--- src/rtl/leaf_egress_resend_buffer.sv ---
// Egress FIFO with single-outstanding resend handshake toward the BFT leaf.
// Define LEAF_EGRESS_STATS_EN to add the sent_cnt/resend_cnt statistics outputs.
module leaf_egress_resend_buffer #(
  parameter int DEPTH = 16
) (
  input  logic        clk_400,
  input  logic        reset_400,
  input  logic [48:0] din_leaf_interface2bft,
  input  logic        resend,
  output logic        in_full,
  output logic [48:0] dout_leaf_interface2bft,
  output logic        overflow
`ifdef LEAF_EGRESS_STATS_EN
  ,
  output logic [31:0] sent_cnt,
  output logic [31:0] resend_cnt
`endif
);

  localparam int AW = $clog2(DEPTH);
  localparam int CW = AW + 1;
  localparam logic [CW-1:0] FULL_CNT = CW'(DEPTH);

  typedef enum logic {
    IDLE = 1'b0,
    WAIT = 1'b1
  } state_t;

  state_t          state_q, state_d;
  logic [AW-1:0]   wr_ptr_q, wr_ptr_d;
  logic [AW-1:0]   rd_ptr_q, rd_ptr_d;
  logic [CW-1:0]   count_q, count_d;
  logic [48:0]     dout_q, dout_d;
  logic            in_full_q;
  logic            overflow_q, overflow_d;
  logic [47:0]     mem_q [DEPTH];

  logic            push;
  logic            drop;
  logic            pop;

  // A full FIFO drops the incoming packet even when a pop frees a slot this cycle.
  always_comb begin
    push = din_leaf_interface2bft[48] && (count_q != FULL_CNT);
    drop = din_leaf_interface2bft[48] && (count_q == FULL_CNT);
    pop  = (state_q == WAIT) && !resend;
  end

  always_comb begin
    state_d = state_q;
    dout_d  = '0;
    unique case (state_q)
      IDLE: begin
        if (count_q != '0) begin
          dout_d  = {1'b1, mem_q[rd_ptr_q]};
          state_d = WAIT;
        end
      end
      WAIT: begin
        state_d = IDLE;
      end
      default: state_d = IDLE;
    endcase
  end

  always_comb begin
    wr_ptr_d   = push ? wr_ptr_q + AW'(1) : wr_ptr_q;
    rd_ptr_d   = pop  ? rd_ptr_q + AW'(1) : rd_ptr_q;
    count_d    = count_q + CW'(push) - CW'(pop);
    overflow_d = overflow_q | drop;
  end

  always_ff @(posedge clk_400) begin
    if (reset_400) begin
      state_q    <= IDLE;
      wr_ptr_q   <= '0;
      rd_ptr_q   <= '0;
      count_q    <= '0;
      dout_q     <= '0;
      in_full_q  <= 1'b0;
      overflow_q <= 1'b0;
    end else begin
      state_q    <= state_d;
      wr_ptr_q   <= wr_ptr_d;
      rd_ptr_q   <= rd_ptr_d;
      count_q    <= count_d;
      dout_q     <= dout_d;
      in_full_q  <= (count_d == FULL_CNT);
      overflow_q <= overflow_d;
    end
  end

  // Storage needs no reset: pointers and count define which entries are live.
  always_ff @(posedge clk_400) begin
    if (push) begin
      mem_q[wr_ptr_q] <= din_leaf_interface2bft[47:0];
    end
  end

  assign dout_leaf_interface2bft = dout_q;
  assign in_full                 = in_full_q;
  assign overflow                = overflow_q;

`ifdef LEAF_EGRESS_STATS_EN
  logic [31:0] sent_cnt_q;
  logic [31:0] resend_cnt_q;

  always_ff @(posedge clk_400) begin
    if (reset_400) begin
      sent_cnt_q   <= '0;
      resend_cnt_q <= '0;
    end else begin
      if (pop) begin
        sent_cnt_q <= sent_cnt_q + 32'd1;
      end
      if ((state_q == WAIT) && resend) begin
        resend_cnt_q <= resend_cnt_q + 32'd1;
      end
    end
  end

  assign sent_cnt   = sent_cnt_q;
  assign resend_cnt = resend_cnt_q;
`endif

endmodule
--- config.mk ---
export PLATFORM = sky130hd
export DESIGN_NAME = leaf_egress_resend_buffer
export DESIGN_NICKNAME = d
export VERILOG_FILES = /design/src/rtl/leaf_egress_resend_buffer.sv
export SDC_FILE = /design/constraint.sdc
export NUM_CORES = 1
export LEC_CHECK = 0
export BUFFER_PORTS_ARGS = -buffer_cell sky130_fd_sc_hd__buf_4
export CAP_MARGIN = 30
export CORE_ASPECT_RATIO = 0.6
export CORE_MARGIN = 8
export CORE_UTILIZATION = 55
export DETAILED_ROUTE_END_ITERATION = 10
export GPL_TIMING_DRIVEN = 0
export PLACE_DENSITY = 0.72
export SYNTH_ARGS = -nofsm -noshare
export SYNTH_HDL_FRONTEND = slang
export SYNTH_SLANG_ARGS = --single-unit
--- constraint.sdc ---
create_clock -name clk_400 -period 5.6 [get_ports clk_400]
set_clock_uncertainty 0.1 [all_clocks]
set_input_delay 0.84 -clock clk_400 [delete_from_list [all_inputs] [get_ports clk_400]]
set_output_delay 0.84 -clock clk_400 [all_outputs]
set_load 0.03 [all_outputs]
==> flow_summary.ini <==
[outcome]
outcome = finished clean

[power_and_ir_drop]
peakVddDrop_v = 0.000233
clkPwrFrac_pct = 35.1
swShare_pct = 24.5
seqPwrFrac_pct = 49.3
p_int_uw = 11100
p_leak_uw = 0.0116
power_density_mw_per_mm2 = 408
p_switching_uw = 3600
pwr-share-comb_pct = 15.6

[critical_path]
critPathLaunchType = flop
crit_fanout = 8
worst_path_most_repeated_cell = buf_6
critPathMaxStageDelay_ns = 0.81
cp-end-kind = flop
cp_top_family = simple AND/OR/NAND/NOR gates
startpoint = count_q[3]$_SDFF_PP0_
critical_path_required_ns = 5.79
path_buf_inv = 5
cp.arrival_ns = 3.63
critPathKind = flop to flop
crit_slowest_cell = nor3_2
reg2reg_from = count_q[3]$_SDFF_PP0_
cp_cell_sequence = inv_1 > ha_1 > nand4bb_1 > and2_1 > clkbuf_1 > nand2_1 > nor3_2 > buf_6 > buf_6 > buf_6

[logic_synthesis]
syn_nets = 1448
ys.warnings.count = 0
synth.cell_area_sq_mm = 0.0310
synth_cell_type_count = 33
avgSynthCellArea_sq_um = 22.4
netlist_instances = 1384
yosys_register_bits = 836
ys_seq_area_share_pct = 78.9
synth_ff_type = edfxtp_1
synth_edf_count = 768
async_reset_ff_share_pct = 0

[sta]
setup_slack_ns = 2.16
setup_violations = 0
drv_slew = 0
relSlewSlack_pct = 33.7
timing.fmax_mhz = 291
post-route-min-period_ns = 3.44
hold_ws_ns = 0.398
fin_tns_setup_ns = 0
hold_viol = 0
tightest_slew_ns = 0.994
grt_setup_unrepaired = no
fin_crit_sh_pct = 61.4

[place]
dp_hpwl_mm = 42.0
gp_congestion = 0.716
placed_cells = 2292
dp_slack_ns = 2.13
port_buffers = 102

[floorplanning]
chipHeight_microns = 200
rows = 67
coreArea_sq_mm = 0.0557
start_util_pct = 55.6
ioPinCount = 103
dieWidth_microns = 322
die-area_sq_mm = 0.0644

[grt]
grt_max_degree = 26
grt_pass1_vias = 15100
grt_overflow = 0
grt_pass1_wl_mm = 101
antenna_found_initial = 0
grt_util_all_layers_pct = 21.3

[clocking]
cts_num_sinks = 836
cts_tree = built
cts-root-buf = clkbuf_16
cts_made_buffers = 73
clk_path_buf_depth = 3
cts.repair.resized = 0
ctsHoldBuffers = 0
insertion_delay_ns = 0.60
clkSlewWorstSetupHoldPaths_ns = 0.06
post_cts_buffers = 0
htreeDepth = 3

[detailed_routing]
first_pass_iters = 5
drt_iter0_markers = 1887
remaining_drc_errors = 0
ant_nets = 0
finalWirelength_mm = 67.6
avgRoutedWirePerCell_microns = 27.8
vias = 14700
viasPerCell = 6.06

[layout]
drive_above_1_share_pct = 33.1
n_fill_cell = 3555
areaGrowthSynthToFinish_pct = 16.4
final_nets = 1672
ff_latch_area_sq_mm = 0.0244
multi_input_area_sq_mm = 0.00627
final_cells = 2427
diodes = 0

[hold_path]
holdCritPathClass = flop to flop
hold_start = overflow$_SDFF_PP0_

[flow_run]
cap_violations = 0
## tightest hold or removal path, stage by stage (launching register included)
cell	delay [ns]
dfxtp_1	0.33
nor2_1	0.05
nor2_1	0.08
## layout by cell type, fill, tap and decap left out, types with 3 or more instances in the layout
cell        synthesis  layout
a21oi_1             4       4
buf_4               7     109
nand2_1           102     102
clkinvlp_4          0       3
clkbuf_1           27      41
mux4_2            192     192
ha_1               11      11
xor2_1              4       4
mux2_2             48      48
a22oi_1            48      48
nor2_1             29      17
clkinv_2            0      14
buf_16              0       7
nor2b_1             3       3
clkbuf_16           0      77
bufinv_16           0       7
inv_1               9       9
nor2_4              0      12
clkinv_1            0       7
nor3_2              0       4
dfxtp_1            68      68
buf_2              18      18
inv_6               0       3
buf_12              0      16
buf_6               7      29
xnor2_1             6       6
buf_1              10      10
edfxtp_1          768     768
nand2b_1            3       3
clkbuf_8            0       9
## layer usage
layer | GRT usage [%] | vias to the layer above | part of all wire, %
li1 | - | 6150 | -
met3 | 4.40 | 94 | 9.2
met5 | 0 | - | 0
met2 | 33.2 | 697 | 46
met1 | 31.7 | 7769 | 43
met4 | 4.43 | 0 | 1.7
## cells by family (layout without fill, tap and decap cells)
group           count (synthesis)  in the layout  share of synthesized area [%]
fa+ha+maj                      12             12                          0.509
simple gates                  153            153                           2.07
buf+inv                        78            362                           1.27
compound gates                 54             54                           1.28
xor+xnor                       10             10                          0.283
mux                           241            241                           15.7
flops                         836            836                           78.9
## final timing paths
path | to | slack (ns) | cells past startpoint
max reg2reg | mem_q[2][16]$_DFFE_PP_ | 2.16 | 10
max | mem_q[2][16]$_DFFE_PP_ | 2.16 | 10
min | overflow$_SDFF_PP0_ | 0.40 | 2
min reg2reg | overflow$_SDFF_PP0_ | 0.40 | 2
## power groups by stage
stage | clock (uW) | sequential (uW) | combinational (uW)
final | 5170 | 7250 | 2300
after global routing | 5480 | 7270 | 2470
after CTS | 5250 | 7250 | 2330
after detailed placement | 0 | 7380 | 2300
after global placement | 0 | 7420 | 2180
after floorplan | 0 | 7630 | 1240
## cell usage after synthesis, drive strengths merged, types with 5 or more instances
library cell,number,area (sq um)
a22oi,48,360
mux4,192,4320
buf,42,259
inv,9,33.8
xnor2,6,52.6
nor3,5,25.0
ha,11,138
nand2,102,383
edfxtp,768,23100
nor2,29,109
clkbuf,27,101
dfxtp,68,1360
mux2,48,541
## registers in the layout (all words and copies together) (netlist names), named ones only
signal                   count
in_full                      1
overflow                     1
wr_ptr_q                     4
count_q                      5
mem_q                      768
dout_leaf_interface2bft     48
state_q                      1
rd_ptr_q                     4
## final cells by class
class / instances / share of cell area (%)
Clock buffer: 100 / 5.83
Clock inverter: 35 / 1.01
Sequential cell: 836 / 67.7
Timing Repair Buffer: 149 / 4.32
Buffer: 69 / 0.999
Inverter: 9 / 0.0937
Multi-Input combinational cell: 470 / 17.4
Tap cell: 759 / 2.63
## metrics by stage
step / area, sq um / power [uW] / utilization [%]
after CTS: 36100 / 14800 / 64.7
after detailed placement: 33600 / 9680 / 60.3
after global routing: 36100 / 15200 / 64.7
after global placement: 32700 / 9600 / 58.6
after floorplan: 31000 / 8870 / -
final: 36100 / 14700 / 64.7
Power figures use the tool's default switching activity.
